[config.mk]
export PLATFORM = sky130hd
export DESIGN_NAME = dmi_auth_ctrl
export DESIGN_NICKNAME = d
export VERILOG_FILES = /design/src/rtl/dmi_auth_ctrl.sv
export SDC_FILE = /design/constraint.sdc
export NUM_CORES = 1
export LEC_CHECK = 0
export CORE_AREA = 2 2 317 319
export CTS_CLUSTER_DIAMETER = 200
export CTS_CLUSTER_SIZE = 10
export DETAILED_ROUTE_END_ITERATION = 10
export DIE_AREA = 0 0 319 321
export DONT_BUFFER_PORTS = 1
export GPL_TIMING_DRIVEN = 0
export PLACE_DENSITY = 0.3
export SKIP_LAST_GASP = 1
export SYNTH_ARGS = -nofsm -noshare
export SYNTH_HDL_FRONTEND = slang
export SYNTH_SLANG_ARGS = --single-unit
[constraint.sdc]
create_clock -name clk_i -period 23.4 [get_ports clk_i]
set_clock_uncertainty 0.05 [all_clocks]
set_input_delay 7.02 -clock clk_i [delete_from_list [all_inputs] [get_ports clk_i]]
set_output_delay 7.02 -clock clk_i [all_outputs]
set_load 0.1 [all_outputs]
[src/rtl/dmi_auth_ctrl.sv]
// ---------------------------------------------------------------------------
// dmi_auth_ctrl
//
// Gatekeeper between a debug-transport command port and the DMI bus.
// READ/WRITE commands are forwarded as a single outstanding DMI request only
// when the unlock state allows it. PASSWORD words are collected into a
// message buffer; a full buffer is handed to an external hash engine and
// the returned digest is compared with the expected hash to grant unlock.
//
// Optional feature macro: DMI_AUTH_LOCKOUT_EN
//   defined   : MAX_FAILS consecutive mismatches enter a LOCKOUT state for
//               LOCK_CYCLES clocks, during which commands are denied.
//   undefined : mismatches simply return to IDLE, fail count saturates,
//               lockout_o is tied low.
//
// Ports
//   clk_i, rst_i              clock, asynchronous active-high reset
//   cmd_valid_i/op/addr/data  one-cycle command strobe and payload
//   err_clr_i                 clears the sticky error code
//   we_flag_i                 when set, READs also require unlock
//   relock_i                  drops unlock and restarts password entry
//   req_*                     DMI request (valid/ready handshake)
//   resp_valid_i/resp_data_i  DMI response
//   rd_data_o                 last READ response data
//   err_o                     sticky status: 0 ok, 2 denied, 3 busy
//   busy_o                    controller not in IDLE
//   hash_*                    hash engine handshake and collected message
//   exp_hash_i                expected digest
//   unlock_o, lockout_o       authentication status
// ---------------------------------------------------------------------------
module dmi_auth_ctrl #(
    parameter int ABITS       = 7,
    parameter int DBITS       = 32,
    parameter int PW_WORDS    = 4,
    parameter int MAX_FAILS   = 3,
    parameter int LOCK_CYCLES = 1024
) (
    input  logic                      clk_i,
    input  logic                      rst_i,
    input  logic                      cmd_valid_i,
    input  logic [1:0]                cmd_op_i,
    input  logic [ABITS-1:0]          cmd_addr_i,
    input  logic [DBITS-1:0]          cmd_data_i,
    input  logic                      err_clr_i,
    input  logic                      we_flag_i,
    input  logic                      relock_i,
    output logic                      req_valid_o,
    input  logic                      req_ready_i,
    output logic [ABITS-1:0]          req_addr_o,
    output logic [DBITS-1:0]          req_data_o,
    output logic [1:0]                req_op_o,
    input  logic                      resp_valid_i,
    input  logic [DBITS-1:0]          resp_data_i,
    output logic [DBITS-1:0]          rd_data_o,
    output logic [1:0]                err_o,
    output logic                      busy_o,
    output logic                      hash_start_o,
    output logic [PW_WORDS*DBITS-1:0] hash_msg_o,
    input  logic                      hash_ready_i,
    input  logic                      hash_valid_i,
    input  logic [255:0]              hash_i,
    input  logic [255:0]              exp_hash_i,
    output logic                      unlock_o,
    output logic                      lockout_o
);

    localparam int IW = (PW_WORDS > 1) ? $clog2(PW_WORDS) : 1;

    localparam logic [1:0] OP_READ  = 2'd1;
    localparam logic [1:0] OP_WRITE = 2'd2;
    localparam logic [1:0] OP_PW    = 2'd3;

    localparam logic [1:0] ERR_DENIED = 2'd2;
    localparam logic [1:0] ERR_BUSY   = 2'd3;

    localparam logic [2:0] IDLE    = 3'd0;
    localparam logic [2:0] REQ     = 3'd1;
    localparam logic [2:0] RESP    = 3'd2;
    localparam logic [2:0] HSTART  = 3'd3;
    localparam logic [2:0] HWAIT   = 3'd4;
    localparam logic [2:0] LOCKOUT = 3'd5;

    logic [2:0]       state_reg;
    logic [ABITS-1:0] req_addr_reg;
    logic [DBITS-1:0] req_data_reg;
    logic [1:0]       req_op_reg;
    logic [DBITS-1:0] rd_data_reg;
    logic [1:0]       err_reg;
    logic             unlock_reg;
    logic [IW-1:0]    pw_idx_reg;
    logic [3:0]       fail_cnt_reg;
    logic [DBITS-1:0] pw_reg [PW_WORDS];

    logic in_idle;
    logic accept;
    logic rd_ok;
    logic go_req;
    logic deny;
    logic pw_wr;
    logic pw_last;
    logic hash_done;
    logic hash_match;
    logic busy_err;
    logic lock_err;
    logic lock_trip;
    logic lock_done;

    // Commands are only acted upon from IDLE with a clean error status.
    assign in_idle    = (state_reg == IDLE);
    assign accept     = in_idle && cmd_valid_i && (err_reg == 2'd0);
    assign rd_ok      = unlock_reg || !we_flag_i;
    assign go_req     = accept && (((cmd_op_i == OP_READ) && rd_ok) ||
                                   ((cmd_op_i == OP_WRITE) && unlock_reg));
    assign deny       = accept && (((cmd_op_i == OP_READ) && !rd_ok) ||
                                   ((cmd_op_i == OP_WRITE) && !unlock_reg));
    assign pw_wr      = accept && (cmd_op_i == OP_PW);
    assign pw_last    = (pw_idx_reg == IW'(PW_WORDS - 1));
    assign hash_done  = (state_reg == HWAIT) && hash_valid_i;
    assign hash_match = (hash_i == exp_hash_i);

    // A busy strobe only flags an error if none is pending; LOCKOUT has its
    // own (denied) error code that always overrides.
    assign busy_err = cmd_valid_i && !in_idle && (state_reg != LOCKOUT) && (err_reg == 2'd0);
    assign lock_err = cmd_valid_i && (state_reg == LOCKOUT);

`ifdef DMI_AUTH_LOCKOUT_EN
    localparam int LCW = $clog2(LOCK_CYCLES);

    logic [LCW-1:0] lock_cnt_reg;

    assign lock_trip = hash_done && !hash_match && (fail_cnt_reg == 4'(MAX_FAILS - 1));
    assign lock_done = (lock_cnt_reg == '0);
    assign lockout_o = (state_reg == LOCKOUT);

    // Loaded with LOCK_CYCLES-1 on entry so LOCKOUT lasts exactly LOCK_CYCLES.
    always_ff @(posedge clk_i or posedge rst_i) begin
        if (rst_i) begin
            lock_cnt_reg <= '0;
        end else if (lock_trip) begin
            lock_cnt_reg <= LCW'(LOCK_CYCLES - 1);
        end else if ((state_reg == LOCKOUT) && !lock_done) begin
            lock_cnt_reg <= lock_cnt_reg - 1'b1;
        end
    end
`else
    assign lock_trip = 1'b0;
    assign lock_done = 1'b1;
    assign lockout_o = 1'b0;
`endif

    always_ff @(posedge clk_i or posedge rst_i) begin
        if (rst_i) begin
            state_reg <= IDLE;
        end else begin
            case (state_reg)
                IDLE: begin
                    if (go_req) begin
                        state_reg <= REQ;
                    end else if (pw_wr && pw_last) begin
                        state_reg <= HSTART;
                    end
                end
                REQ:     if (req_ready_i)  state_reg <= RESP;
                RESP:    if (resp_valid_i) state_reg <= IDLE;
                HSTART:  if (hash_ready_i) state_reg <= HWAIT;
                HWAIT:   if (hash_valid_i) state_reg <= lock_trip ? LOCKOUT : IDLE;
                LOCKOUT: if (lock_done)    state_reg <= IDLE;
                default: state_reg <= IDLE;
            endcase
        end
    end

    always_ff @(posedge clk_i or posedge rst_i) begin
        if (rst_i) begin
            req_addr_reg <= '0;
            req_data_reg <= '0;
            req_op_reg   <= '0;
        end else if (go_req) begin
            req_addr_reg <= cmd_addr_i;
            req_data_reg <= cmd_data_i;
            req_op_reg   <= cmd_op_i;
        end
    end

    always_ff @(posedge clk_i or posedge rst_i) begin
        if (rst_i) begin
            rd_data_reg <= '0;
        end else if ((state_reg == RESP) && resp_valid_i && (req_op_reg == OP_READ)) begin
            rd_data_reg <= resp_data_i;
        end
    end

    // err_clr_i has priority over any error raised in the same cycle.
    always_ff @(posedge clk_i or posedge rst_i) begin
        if (rst_i) begin
            err_reg <= 2'd0;
        end else if (err_clr_i) begin
            err_reg <= 2'd0;
        end else if (deny || lock_err) begin
            err_reg <= ERR_DENIED;
        end else if (busy_err) begin
            err_reg <= ERR_BUSY;
        end
    end

    // relock_i beats a simultaneous hash match.
    always_ff @(posedge clk_i or posedge rst_i) begin
        if (rst_i) begin
            unlock_reg <= 1'b0;
        end else if (relock_i) begin
            unlock_reg <= 1'b0;
        end else if (hash_done) begin
            unlock_reg <= hash_match;
        end
    end

    always_ff @(posedge clk_i or posedge rst_i) begin
        if (rst_i) begin
            pw_idx_reg <= '0;
        end else if (relock_i) begin
            pw_idx_reg <= '0;
        end else if (pw_wr) begin
            pw_idx_reg <= pw_last ? '0 : pw_idx_reg + 1'b1;
        end
    end

    // Mismatches count up and saturate at MAX_FAILS; with lockout enabled
    // the count reaches MAX_FAILS only on the tripping mismatch and is
    // cleared again when LOCKOUT ends.
    always_ff @(posedge clk_i or posedge rst_i) begin
        if (rst_i) begin
            fail_cnt_reg <= '0;
        end else if (hash_done) begin
            if (hash_match) begin
                fail_cnt_reg <= '0;
            end else if (fail_cnt_reg < 4'(MAX_FAILS)) begin
                fail_cnt_reg <= fail_cnt_reg + 1'b1;
            end
        end else if ((state_reg == LOCKOUT) && lock_done) begin
            fail_cnt_reg <= '0;
        end
    end

    // Password buffer: wiped as soon as the hash result arrives so no
    // password material outlives the comparison.
    generate
        for (genvar gi = 0; gi < PW_WORDS; gi++) begin : g_pw
            always_ff @(posedge clk_i or posedge rst_i) begin
                if (rst_i) begin
                    pw_reg[gi] <= '0;
                end else if (hash_done) begin
                    pw_reg[gi] <= '0;
                end else if (pw_wr && (pw_idx_reg == IW'(gi))) begin
                    pw_reg[gi] <= cmd_data_i;
                end
            end
            assign hash_msg_o[gi*DBITS +: DBITS] = pw_reg[gi];
        end
    endgenerate

    assign req_valid_o  = (state_reg == REQ);
    assign req_addr_o   = req_addr_reg;
    assign req_data_o   = req_data_reg;
    assign req_op_o     = req_op_reg;
    assign rd_data_o    = rd_data_reg;
    assign err_o        = err_reg;
    assign busy_o       = !in_idle;
    assign hash_start_o = (state_reg == HSTART) && hash_ready_i;
    assign unlock_o     = unlock_reg;

endmodule

# --- After elaboration in Yosys (flattened, before gate mapping) ---
# Index checks and enable logic that the tools add are counted.
op_classes:
  addsub: 1
  eq_ne: 19
  muxes: 23
  reduce_logical: 40
op_table:
  columns: ["operator", "count"]
  rows:
  - ["256-bit == test", 1]
  - ["32-bit two-way mux", 8]
  - ["1-bit logical AND", 21]
  - ["3-bit two-way mux", 6]
  - ["3-bit case mux with 5 select lines", 1]
  - ["2-bit two-way mux", 6]
  - ["2-bit nonzero test", 6]
  - ["2-bit == test, second input constant", 4]
  - ["2-bit by 1-bit == test with 1-bit output, second input constant", 3]
  - ["3-bit by 2-bit == test with 1-bit output, second input constant", 2]
  - ["3-bit == test, second input constant", 2]
  - ["2-bit != test, second input constant", 3]
  - ["5-bit AND reduction", 1]
  - ["1-bit logical NOT", 4]
  - ["2-bit logical NOT", 2]
  - ["1-bit logical OR", 4]
  - ["3-bit by 1-bit == test with 1-bit output, second input constant", 1]
  - ["3-bit logical NOT", 1]
  - ["3-bit by 1-bit != test with 1-bit output, second input constant", 1]
  - ["3-bit != test, second input constant", 1]
  - ["3-bit nonzero test", 1]
  - ["2-bit by 1-bit adder with 2-bit output, second input constant", 1]
  - ["1-bit two-way mux", 2]
  - ["2-bit by 1-bit != test with 1-bit output, second input constant", 1]
totals:
  ff_bits: 209
  in_bits: 595
  output_inout_bits: 208
  wordCells: 95

# --- Logic depth before layout (Yosys ltp) ---
# Gate-level depths: netlist of the first run.
depth:
  ltp_word: 9
  ltp_mapped: 9

# --- Worst setup path before layout of the first run ---
# OpenSTA, ideal clock, no wires.
synth_path:
  kind: "input port to output port"
  from: "input port hash_ready_i"
  to: "output port hash_start_o"
  arrival_time_ns: 8.351
  t_required_ns: 16.330
  slack_ns: 7.979
  cell_stages: 2
  n_path_buf: 0
  cell_sequence: "nand2_1 nor2_1"
synth_between:
  elab_chain_cells: 1
synth_rtl:
  columns: ["item", "line_no", "text"]
  rows:
  - ["from (decl)", "59", "input logic hash_ready_i,"]
  - ["1-bit logical AND", "268", "assign hash_start_o = (state_reg == HSTART) && hash_ready_i;"]
  - ["to (decl)", "57", "output logic hash_start_o,"]
# Every way passes these cells.

# --- Worst setup path in the final report of the first run ---
# Same ends and word-level chain as after synthesis.

==> results of run 1 <==
## cell usage after synthesis, types with 2 or more instances
| cell type | n |
|---|---|
| nand3_1 | 2 |
| buf_8 | 3 |
| nor4_1 | 61 |
| buf_2 | 8 |
| buf_1 | 3 |
| o21ai_0 | 4 |
| nor2_1 | 14 |
| o31a_1 | 2 |
| buf_6 | 11 |
| nand4_1 | 21 |
| nand2_1 | 262 |
| a21oi_1 | 103 |
| mux2_1 | 21 |
| buf_4 | 8 |
| xor2_1 | 232 |
| mux2_2 | 51 |
| a21oi_2 | 29 |
| and2_1 | 4 |
| clkbuf_1 | 20 |
| dfrtp_1 | 209 |
| mux2i_1 | 2 |
| inv_1 | 8 |
| ha_1 | 4 |
| nand2_2 | 4 |
| xnor2_1 | 25 |
| nor3_1 | 3 |
## final timing paths
kind                                    from             to  cells past startpoint
worst max-delay path            hash_ready_i   hash_start_o                      2
worst min-delay path            state_reg[2]   state_reg[1]                      2
worst max register to register      unlock_o  req_addr_o[6]                      6
worst min register to register  state_reg[2]   state_reg[1]                      2
max in group asynchronous              rst_i  rd_data_o[27]                      2
min in group asynchronous              rst_i  req_data_o[1]                      1
## logic make-up after synthesis
group	share of synthesized area, %
buffers and inverters	3.40
adders and majority gates	0.441
other	0.0331
muxes	7.33
xor gates and xnor gates	19.8
DFF	46.1
and+or+nand+nor	15.2
AOI/OAI and AO/OA	7.59
## cell type report
type / count / area share (%)
repair buffers: 1 / 0.202
diodes: 11 / 0.202
multi-input cells: 861 / 41.9
flip-flops and latches: 209 / 38.3
well taps: 1298 / 11.9
inverters: 8 / 0.275
plain buffers: 53 / 2.60
clock buffers: 26 / 4.61
## power groups by stage
stage               clock network (mW)  logic (mW)  registers [mW]
floorplan                            0      0.0994           0.848
global route                     0.366       0.132           0.869
global placement                     0       0.115           0.871
CTS                              0.355       0.119           0.863
detailed placement                   0       0.119           0.871
finish                           0.337       0.117           0.862
## metal layers
metal	vias to the layer above	wire length, um
met1	4245	26100
met3	77	6730
met4	4	1980
met2	463	38000
li1	3828	-
met5	-	27
## through the flow
step                      utilization [%]  cells  hold slack [ps]  power, mW
after floorplan                         -   1131              475      0.948
after global placement               13.1   2429              498      0.985
after detailed placement             13.1   2430              520      0.989
after CTS                            13.7   2456              530       1.34
after global routing                 13.7   2461              548       1.37
final                                13.8   2467              516       1.32
## worst reg2reg max path, stage by stage, from the launching register on
cell and delay, ps:
dfrtp_1 1080, inv_1 240, nor2_1 210, a21oi_1 90, nor2_1 810, buf_2 530
mux2_2 390
## layout by cell type, fill, tap and decap left out, types with 7 or more instances in the layout
master     instances
nand2_1          262
xor2_1           232
dfrtp_1          209
a21oi_1          103
nor4_1            61
mux2_2            51
a21oi_2           29
xnor2_1           25
clkbuf_16         25
clkbuf_1          21
mux2_1            21
nand4_1           21
nor2_1            12
diode_2           11
buf_6             11
buf_4              8
buf_2              8
inv_1              7
==> metrics.txt, run 1 <==
status complete, no violations; Vias 8617; top cell type's share of synthesized area 46.1%; global-route wire length before repair 92900 um; CP Max Fanout 3; cell count after synthesis 1131; Pwr Density 96.4 nW/um^2; worst reg2reg setup slack 19880 ps; setup TNS 0 ps; top post-synthesis cells by area dfrtp_1 46%, xor2_1 18%, nand2_1 8.7%; IO Pins 803; RSZ-0062 raised after global routing no; CTS tree built; leakage power 5.42 nW; critical path class in -> out; Total Nets Final 1757; # setup viols final 0; element type at the critical path end primary output; cell area after synthesis 11300 um^2; yosys warns 0; clock network power share 25.6%; number of global-route vias before repair 9140; # fillers 11300; hold crit path type reg -> reg; CTS Buf Count 24; net switching power 0.661 mW; final setup margin 8310 ps; Switching Share 50.2%; Crit path largest cell delay 910 ps; Yosys cell types 43; largest net degree at the start of global routing 108; Core ar. 99300 um^2; Worst Path Buf+Inv 0; startpoint type of the worst setup path input pin; dpl cell area 13000 um^2; Via density 3.49; Final Critical Period 15090 ps; logic gate share of total power 8.9%; Num Clock Sinks 209; clock buffer depth 3; Die Width 319 um; syn_area_per_cell 10.0 um^2; DP HPWL 64600 um; post-CTS setup buffers 0; Rows 116; DR DRC count 0; post-route ant nets 0; Reg power frac 65.5%; grt peak-use layer met2; share of cells above drive strength 1 12.8%; Post-CTS Resized 0; area occupied by multi-input gates 5730 um^2; WL final 72800 um; Place WS 8320 ps; Syn Nets 1730; Wirelength per Cell 29.5 um; achievable frequency 66.3 MHz; Int Pwr 0.655 mW; Seq cells post-synth 209; met3 usage 4.77%; maximum VDD drop 0.0501 mV; Hold Vio Cnt, Final 0; GR Util met2 25.4%; share of flip-flops with an asynchronous set or reset 100%; full die area 102000 um^2; Iter 0 DRT Violations 435; Initial Util 11.4%; clock latency on the worst-skew pair 540 ps; fin area 13700 um^2; First-pass DRT Iterations 5; largest area contributor in the netlist dfrtp_1; root buffer cell clkbuf_16; relative slew slack 20.9%; Overflow after GRT 0; gpl congestion 0.914; Post-synth EDFFs 0; chip height 321 um; htree depth 1; crit path cell chain nand2_1 > nor2_2; sequential area share after synthesis 46.1%; Max Cap Violations 0; initial antenna violation count 16; Worst Path Required 16330 ps; max-slew violations 0; Synth-to-Final Area Change 20.5%; Worst-path clk slew 60 ps; Least-Margin Pin Slew 1190 ps; CP top delay family simple AND/OR/NAND/NOR gates; hold_buf cts 0; Reg area 5230 um^2; Arr. time, crit path 8020 ps; final period utilization 64.5%; GR Layer Usage met1 14.6%; dominant synthesized flop cell dfrtp_1; Critical-path top delay cell nor2_2; Largest register FFs 128; gr usage total 13.6%; PortBufs 0
Note: power is estimated with default switching activity, not from simulation.
==> run 2: changes to the inputs <==
Clock period 23.4 ns to 14.7 ns, I/O delays scaled along.
==> results of run 2 <==
Same layout as run 1 (identical final DEF). Status: complete, no violations.
Main changes from that run: setup slack after placement 8320 ps -> 4840 ps; setup slack after layout 8310 ps -> 4830 ps; register-to-register setup slack 19880 ps -> 11180 ps; total power 1.32 mW -> 2.10 mW; worst IR drop on VDD 0.0501 mV -> 0.0798 mV
==> run 3: changes to the inputs <==
Clock period 14.7 ns to 10.2 ns, I/O delays scaled along.
==> results of run 3 <==
Same layout as run 1 (identical final DEF). Status: complete, no violations.
Main changes from that run: setup slack after placement 8320 ps -> 3040 ps; setup slack after layout 8310 ps -> 3030 ps; register-to-register setup slack 19880 ps -> 6680 ps; total power 1.32 mW -> 3.02 mW; worst IR drop on VDD 0.0501 mV -> 0.115 mV
